**src/rtl/adder_arbiter.sv**
```systemverilog
// rtl/adder_arbiter.sv - round-robin sequencer sharing one 32-bit ripple-carry adder between two requesters
module adder_arbiter #(
    parameter int SETTLE_CYCLES = 2
) (
    input  logic        clk,
    input  logic        rst_n,
    input  logic        req0_valid,
    output logic        req0_ready,
    input  logic [31:0] req0_a,
    input  logic [31:0] req0_b,
    input  logic        req1_valid,
    output logic        req1_ready,
    input  logic [31:0] req1_a,
    input  logic [31:0] req1_b,
    output logic        rsp_valid,
    input  logic        rsp_ready,
    output logic        rsp_id,
    output logic [31:0] rsp_sum,
    output logic        rsp_carryout,
    output logic        rsp_overflow,
    output logic        busy
);

    localparam logic [1:0] ST_IDLE   = 2'd0;
    localparam logic [1:0] ST_SETTLE = 2'd1;
    localparam logic [1:0] ST_RESP   = 2'd2;

    localparam logic [7:0] CNT_LOAD = 8'(SETTLE_CYCLES - 1);

    logic [1:0]  state_q, state_d;
    logic [7:0]  cnt_q, cnt_d;
    logic        prio_q, prio_d;
    logic        id_q, id_d;
    logic [31:0] op_a_q, op_a_d;
    logic [31:0] op_b_q, op_b_d;
    logic        rsp_valid_q, rsp_valid_d;
    logic        rsp_id_q, rsp_id_d;
    logic [31:0] rsp_sum_q, rsp_sum_d;
    logic        rsp_carryout_q, rsp_carryout_d;
    logic        rsp_overflow_q, rsp_overflow_d;

    logic        any_valid;
    logic        gnt_id;
    logic [32:0] carry;
    logic [31:0] sum_w;
    logic        ovf_w;

    // A lone requester wins; on contention the round-robin pointer decides.
    assign any_valid  = req0_valid | req1_valid;
    assign gnt_id     = (req0_valid && req1_valid) ? prio_q : req1_valid;
    assign req0_ready = (state_q == ST_IDLE) && any_valid && !gnt_id;
    assign req1_ready = (state_q == ST_IDLE) && any_valid && gnt_id;

    always_comb begin
        carry    = '0;
        sum_w    = '0;
        carry[0] = 1'b0;
        for (int i = 0; i < 32; i++) begin
            sum_w[i]     = op_a_q[i] ^ op_b_q[i] ^ carry[i];
            carry[i + 1] = (op_a_q[i] & op_b_q[i]) | (carry[i] & (op_a_q[i] ^ op_b_q[i]));
        end
        ovf_w = (op_a_q[31] == op_b_q[31]) && (sum_w[31] != op_a_q[31]);
    end

    always_comb begin
        state_d        = state_q;
        cnt_d          = cnt_q;
        prio_d         = prio_q;
        id_d           = id_q;
        op_a_d         = op_a_q;
        op_b_d         = op_b_q;
        rsp_valid_d    = rsp_valid_q;
        rsp_id_d       = rsp_id_q;
        rsp_sum_d      = rsp_sum_q;
        rsp_carryout_d = rsp_carryout_q;
        rsp_overflow_d = rsp_overflow_q;
        case (state_q)
            ST_IDLE: begin
                if (any_valid) begin
                    id_d    = gnt_id;
                    prio_d  = ~gnt_id;
                    op_a_d  = gnt_id ? req1_a : req0_a;
                    op_b_d  = gnt_id ? req1_b : req0_b;
                    cnt_d   = CNT_LOAD;
                    state_d = ST_SETTLE;
                end
            end
            ST_SETTLE: begin
                if (cnt_q == 8'd0) begin
                    rsp_sum_d      = sum_w;
                    rsp_carryout_d = carry[32];
                    rsp_overflow_d = ovf_w;
                    rsp_id_d       = id_q;
                    rsp_valid_d    = 1'b1;
                    state_d        = ST_RESP;
                end else begin
                    cnt_d = cnt_q - 8'd1;
                end
            end
            ST_RESP: begin
                if (rsp_ready) begin
                    rsp_valid_d = 1'b0;
                    state_d     = ST_IDLE;
                end
            end
            default: state_d = ST_IDLE;
        endcase
    end

    always_ff @(posedge clk or negedge rst_n) begin
        if (!rst_n) begin
            state_q        <= ST_IDLE;
            cnt_q          <= '0;
            prio_q         <= 1'b0;
            id_q           <= 1'b0;
            op_a_q         <= '0;
            op_b_q         <= '0;
            rsp_valid_q    <= 1'b0;
            rsp_id_q       <= 1'b0;
            rsp_sum_q      <= '0;
            rsp_carryout_q <= 1'b0;
            rsp_overflow_q <= 1'b0;
        end else begin
            state_q        <= state_d;
            cnt_q          <= cnt_d;
            prio_q         <= prio_d;
            id_q           <= id_d;
            op_a_q         <= op_a_d;
            op_b_q         <= op_b_d;
            rsp_valid_q    <= rsp_valid_d;
            rsp_id_q       <= rsp_id_d;
            rsp_sum_q      <= rsp_sum_d;
            rsp_carryout_q <= rsp_carryout_d;
            rsp_overflow_q <= rsp_overflow_d;
        end
    end

    assign rsp_valid    = rsp_valid_q;
    assign rsp_id       = rsp_id_q;
    assign rsp_sum      = rsp_sum_q;
    assign rsp_carryout = rsp_carryout_q;
    assign rsp_overflow = rsp_overflow_q;
    assign busy         = (state_q != ST_IDLE);

endmodule

```
**config.mk**
```make
export PLATFORM = sky130hd
export DESIGN_NAME = adder_arbiter
export DESIGN_NICKNAME = d
export VERILOG_FILES = /design/src/rtl/adder_arbiter.sv
export SDC_FILE = /design/constraint.sdc
export NUM_CORES = 1
export LEC_CHECK = 0
export CORE_ASPECT_RATIO = 0.7
export CORE_UTILIZATION = 43
export CTS_BUF_LIST = sky130_fd_sc_hd__clkbuf_4
export DETAILED_ROUTE_END_ITERATION = 8
export GPL_TIMING_DRIVEN = 0
export PLACE_DENSITY = 0.85
export REMOVE_ABC_BUFFERS = 1
export SETUP_SLACK_MARGIN = 0.05
export SYNTH_ARGS = -nofsm -noshare
export SYNTH_HDL_FRONTEND = slang
export SYNTH_SLANG_ARGS = --single-unit
```
**constraint.sdc**
```tcl
create_clock -name clk -period 12.8 [get_ports clk]
set_clock_uncertainty 0.15 [all_clocks]
set_input_delay 2.56 -clock clk [delete_from_list [all_inputs] [get_ports clk]]
set_output_delay 2.56 -clock clk [all_outputs]
set_load 0.02 [all_outputs]
```
Word-level counts from Yosys, hierarchy flattened
Cells that the tools add are included.
{ "word_totals": {"register_bits": 112, "wordCells": 208, "output_inout_bits": 39, "input_bits": 133} }
{ "classes": {"addsub": 1, "n_bitwise": 159, "reduce_logical": 16, "muxes": 13, "n_eq_ne": 8} }
{ "ops": {"columns": ["operator", "n"], "rows": [
  ["32-bit two-way mux", 2],
  ["1-bit bitwise AND", 63],
  ["1-bit bitwise XOR", 63],
  ["1-bit OR", 32],
  ["8-bit two-way mux", 2],
  ["8-bit one-hot mux with 2 select lines", 1],
  ["3-bit AND reduction", 3],
  ["8-bit zero test", 1],
  ["2-bit inequality test (second input constant)", 4],
  ["8-bit by 1-bit subtractor with 8-bit output (second input constant)", 1],
  ["2-bit two-way mux", 3],
  ["2-bit one-hot mux with 3 select lines", 1],
  ["2-bit nonzero test", 3],
  ["1-bit logical AND", 5],
  ["2-bit AND reduction", 2],
  ["1-bit two-way mux", 3],
  ["2-bit by 1-bit == test with 1-bit output (second input constant)", 1],
  ["2-bit == test (second input constant)", 1],
  ["2-bit zero test", 1],
  ["1-bit one-hot mux with 2 select lines", 1],
  ["1-bit == test", 1],
  ["1-bit zero test", 1],
  ["1-bit inequality test", 1],
  ["1-bit inverter", 1]
]} }

Longest topological paths before layout
{ "logic_depth": {"depth_word": 64, "ltp_mapped": 38, "depth_no_buf": 38} }

Least setup slack after synthesis
Ideal clock, no wire load.
{ "synth_path": {"kind": "register to register", "start": "register op_a_q[0]", "end": "register rsp_overflow_q (netlist: rsp_overflow)", "arrival_time_ns": 12.577, "path_buffers": 0, "period_less_slack_ns": 12.845, "setup_time_ns": 0.118, "stages_incl_launch_ff": 39, "path_slack_ns": -0.045, "required_ns": 12.532, "path_cell_list": "dfrtp_1 -> ha_1 -> fa_1 -> fa_1 -> fa_1 -> fa_1 -> fa_1 -> fa_1 -> fa_1 -> fa_1 -> fa_1 -> fa_1 -> fa_1 -> fa_1 -> fa_1 -> fa_1 -> inv_1 -> fa_1 -> [... 3 more ...] -> fa_1 -> fa_1 -> fa_1 -> fa_1 -> fa_1 -> fa_1 -> fa_1 -> fa_1 -> fa_1 -> fa_1 -> fa_1 -> fa_1 -> fa_1 -> inv_1 -> fa_1 -> xor2_1 -> nor3_1 -> a21o_1"} }
{ "synth_via": {"elab_chain_len": 64} }
{ "synth_rtl": {"columns": ["element", "line_no", "text"], "rows": [
  ["from (decl)", "34", "logic [31:0] op_a_q, op_a_d;"],
  ["from (signal assigned)", "128", "op_a_q <= op_a_d;"],
  ["1-bit bitwise AND (2 in series)", "60", "carry[i + 1] = (op_a_q[i] & op_b_q[i]) | (carry[i] & (op_a_q[i] ^ op_b_q[i]));"],
  ["1-bit OR", "60", null],
  ["1-bit bitwise AND", "60", null],
  ["1-bit OR", "60", null],
  ["1-bit bitwise AND", "60", null],
  ["1-bit OR", "60", null],
  ["1-bit bitwise AND", "60", null],
  ["1-bit OR", "60", null],
  ["[... 47 more ...]", null, null],
  ["1-bit OR", "60", null],
  ["1-bit bitwise AND", "60", null],
  ["1-bit OR", "60", null],
  ["1-bit bitwise AND", "60", null],
  ["1-bit OR", "60", null],
  ["1-bit bitwise XOR", "59", "sum_w[i] = op_a_q[i] ^ op_b_q[i] ^ carry[i];"],
  ["1-bit inequality test", "62", "ovf_w = (op_a_q[31] == op_b_q[31]) && (sum_w[31] != op_a_q[31]);"],
  ["1-bit logical AND", "62", null],
  ["to (signal assigned)", "134", "rsp_overflow_q <= rsp_overflow_d;"],
  ["to (decl)", "40", "logic rsp_overflow_q, rsp_overflow_d;"]
]} }
Every way passes these cells.
A chain may end at the register's enable or synchronous reset.

Worst setup path after layout
Same ends and word-level chain as after synthesis.

==> reports/qor.txt <==
Main synth FF type = dfrtp_1
H-tree depth reported by CTS = 3
kind of critical path = flop to flop
min-delay worst type = flop to flop
f_max = 80.6 MHz
final setup fails = 0
r2r endpoint = rsp_overflow
diodes inserted = 0
worst setup margin = 0.395 ns
routed length on met2 = 6.40 mm
Rows = 33
Crit path largest cell delay = 0.47 ns
FF/Latch Area = 2800 sq um
TritonCTS clock tree = done
area occupied by multi-input gates = 2090 sq um
peak supply drop = 97.0 uV
Tot Pwr = 0.00168 W
start point of the worst hold path = rsp_overflow
Netlist Area Pre-Place = 5180 sq um
Final min period = 12.41 ns
die height = 93.9 microns
die area = 12500 sq um
failing checks = DRC
endpoint class of the critical path = flop
Layout Utilization = 0.630
Reg2Reg Setup Slack = 0.39 ns
Worst Hold Margin = 0.354 ns
count of input and output buffers = 171
#FFs+latches synth = 112
sequential element share of the synthesized area = 0.541
syn_area_per_cell = 13.1 sq um
vias in the first global route = 4117
Total GRT Usage = 0.209
P&R area growth vs syn = 42.5%
simple-gate share of the synthesized area = 0.0328
CTS Buf Count = 9
Routed WL = 12.8 mm
Clock Path Buffers = 2
DP HPWL = 9.35 mm
largest net degree at the start of global routing = 62
PD cells = 227 nW/um^2
clk slew on worst S/H paths = 0.17 ns
Non-Filler Cell Area, Final = 7380 sq um
first-pass GRT wire length = 20.1 mm
Final Hold Fails = 0
Worst Tran Pin Value = 0.900 ns
Critical path destination = rsp_overflow
Final nets = 730
M1 WL = 5.41 mm
Critical R2R Launch = op_a_q[0]
Pleak = 3.45 nW
Antenna Nets Post-Route = 0
clock sinks = 112
DR pass1 iterations = 7
mux contribution to synthesized area = 0.0734
complex-gate fraction of the synthesized area = 0.144
crit path launch type = flop
overall die width = 133 microns
main combinational cell family by area after synthesis = compound AO/OA/AOI/OAI gates
number of synthesized flops with an enable pin = 0
Post-CTS Hold Buffers = 0
asr flop ratio synth = 1.00
root buffer cell = clkbuf_4
RSZ-0062 raised after global routing = false
outcome = complete, but fails checks
Max-slew headroom = 0.397
GRT overflow = 0
DR DRC count = 2
initial antenna violation count = 0
Crit path arrival time = 12.62 ns
cell count after synthesis = 396
CORE AREA = 11700 sq um
max-cap violations = 0
starting density of the core = 0.442
layout cells sized above 1 = 0.166
Vias per Instance = 5.44
Skew-Pair Late Insertion Delay = 0.45 ns
Reg2Reg Depth = 38
Final period util = 0.969
yosys warns = 0
DP Area = 7160 sq um
DR vias = 3939
CP startpoint = op_a_q[0]
post-synthesis xor/xnor area fraction = 0.00338
worst-path fanout max = 2
Fill cells = 877
dpl ws = -0.876 ns
I/O pins = 172
Req. time, crit path = 13.02 ns
Max Slew Vio Count = 0
adder-cell share of the synthesized area = 0.129
met3 WL = 958 microns
CP max-delay cell = fa_1
most used cell, CP = fa_2
Cell variety after synth = 34
routed wire length per instance = 17.7 microns
Final Wtd Congestion = 0.747
top layer in use = met4
drt initial violations = 345
sequential cells by signal, indices dropped and copies added (netlist names):
signal and flops:
op_a_q 32, op_b_q 32, rsp_sum 32, cnt_q 8, state_q 2, id_q 1, prio_q 1, rsp_carryout 1
rsp_id 1, rsp_overflow 1, rsp_valid 1
where the power goes:
| part | switching [W] | internal [W] |
|---|---|---|
| clock network | 0.000117 | 0.0000420 |
| logic | 0.000412 | 0.000444 |
| registers | 0.000139 | 0.000522 |
layer usage:
metal | up-vias | global-route usage
met2 | 177 | 0.363
met5 | - | 0
met3 | 6 | 0.0577
li1 | 1778 | -
met4 | 0 | 0.0540
met1 | 1978 | 0.260
logic make-up after synthesis:
family,after synthesis
DFF,112
xor gates and xnor gates,2
buffers and inverters,102
AOI/OAI and AO/OA,81
and+or+nand+nor,30
muxes,34
adders and majority gates,35
through the flow:
step                setup TNS (ns)  cells
floorplan                  -0.0989    371
global placement             -2.04    699
detailed placement           -2.18    706
CTS                              0    724
global route                     0    724
finish                           0    724
final cells by class:
class,instances,share of cell area
Timing Repair Buffer,180,0.256
Clock inverter,7,0.00712
Multi-Input combinational cell,182,0.282
Inverter,77,0.0391
Tap cell,157,0.0266
Sequential cell,112,0.380
Clock buffer,9,0.00915
worst max-delay path, delay by kind of cell (launching register included):
kind	cells	cell delay (ns)
compound gates	1	0.14
buf+inv	3	0.24
fa+ha+maj	32	11.14
simple gates	1	0.05
flops	1	0.42
xor+xnor	1	0.18
layout by cell type (no fill, tap or decap), drive strengths merged, types with 4 or more instances in the layout:
cell | netlist | layout
o21ai | 8 | 8
mux2 | 32 | 32
clkbuf | 13 | 9
a222oi | 64 | 64
ha | 4 | 4
buf | 12 | 10
fa | 31 | 31
inv | 77 | 80
dfrtp | 112 | 112
nand2 | 10 | 10
clkdlybuf4s50 | 0 | 170
synth_stat cells, drive strengths merged, types with 3 or more instances:
master	instances	area (sq um)
a21o	3	22.5
inv	77	289
o21ai	8	40.0
dfrtp	112	2800
a222oi	64	641
nor2	3	11.3
buf	12	55.1
clkbuf	13	48.8
nand2	10	37.5
mux2	32	360
ha	4	50.1
nor3b	3	22.5
fa	31	621
worst min-delay path by stage:
stage          slack [ns]  depth (start not counted)           end
5_1_grt              0.38                          1  rsp_overflow
2_1_floorplan        0.30                          1          id_q
3_5_place_dp         0.32                          1  rsp_overflow
3_3_place_gp         0.30                          1          id_q
6_report             0.35                          1  rsp_overflow
4_1_cts              0.36                          1  rsp_overflow
what timing repair did:
item / 4_1_cts / 5_1_grt
pin swaps: 6 / 6
setup endpoints to repair: 5 / 2
resized for setup: 25 / 6
buffers inserted: 2 / 0
(Power assumes the default switching activity.)
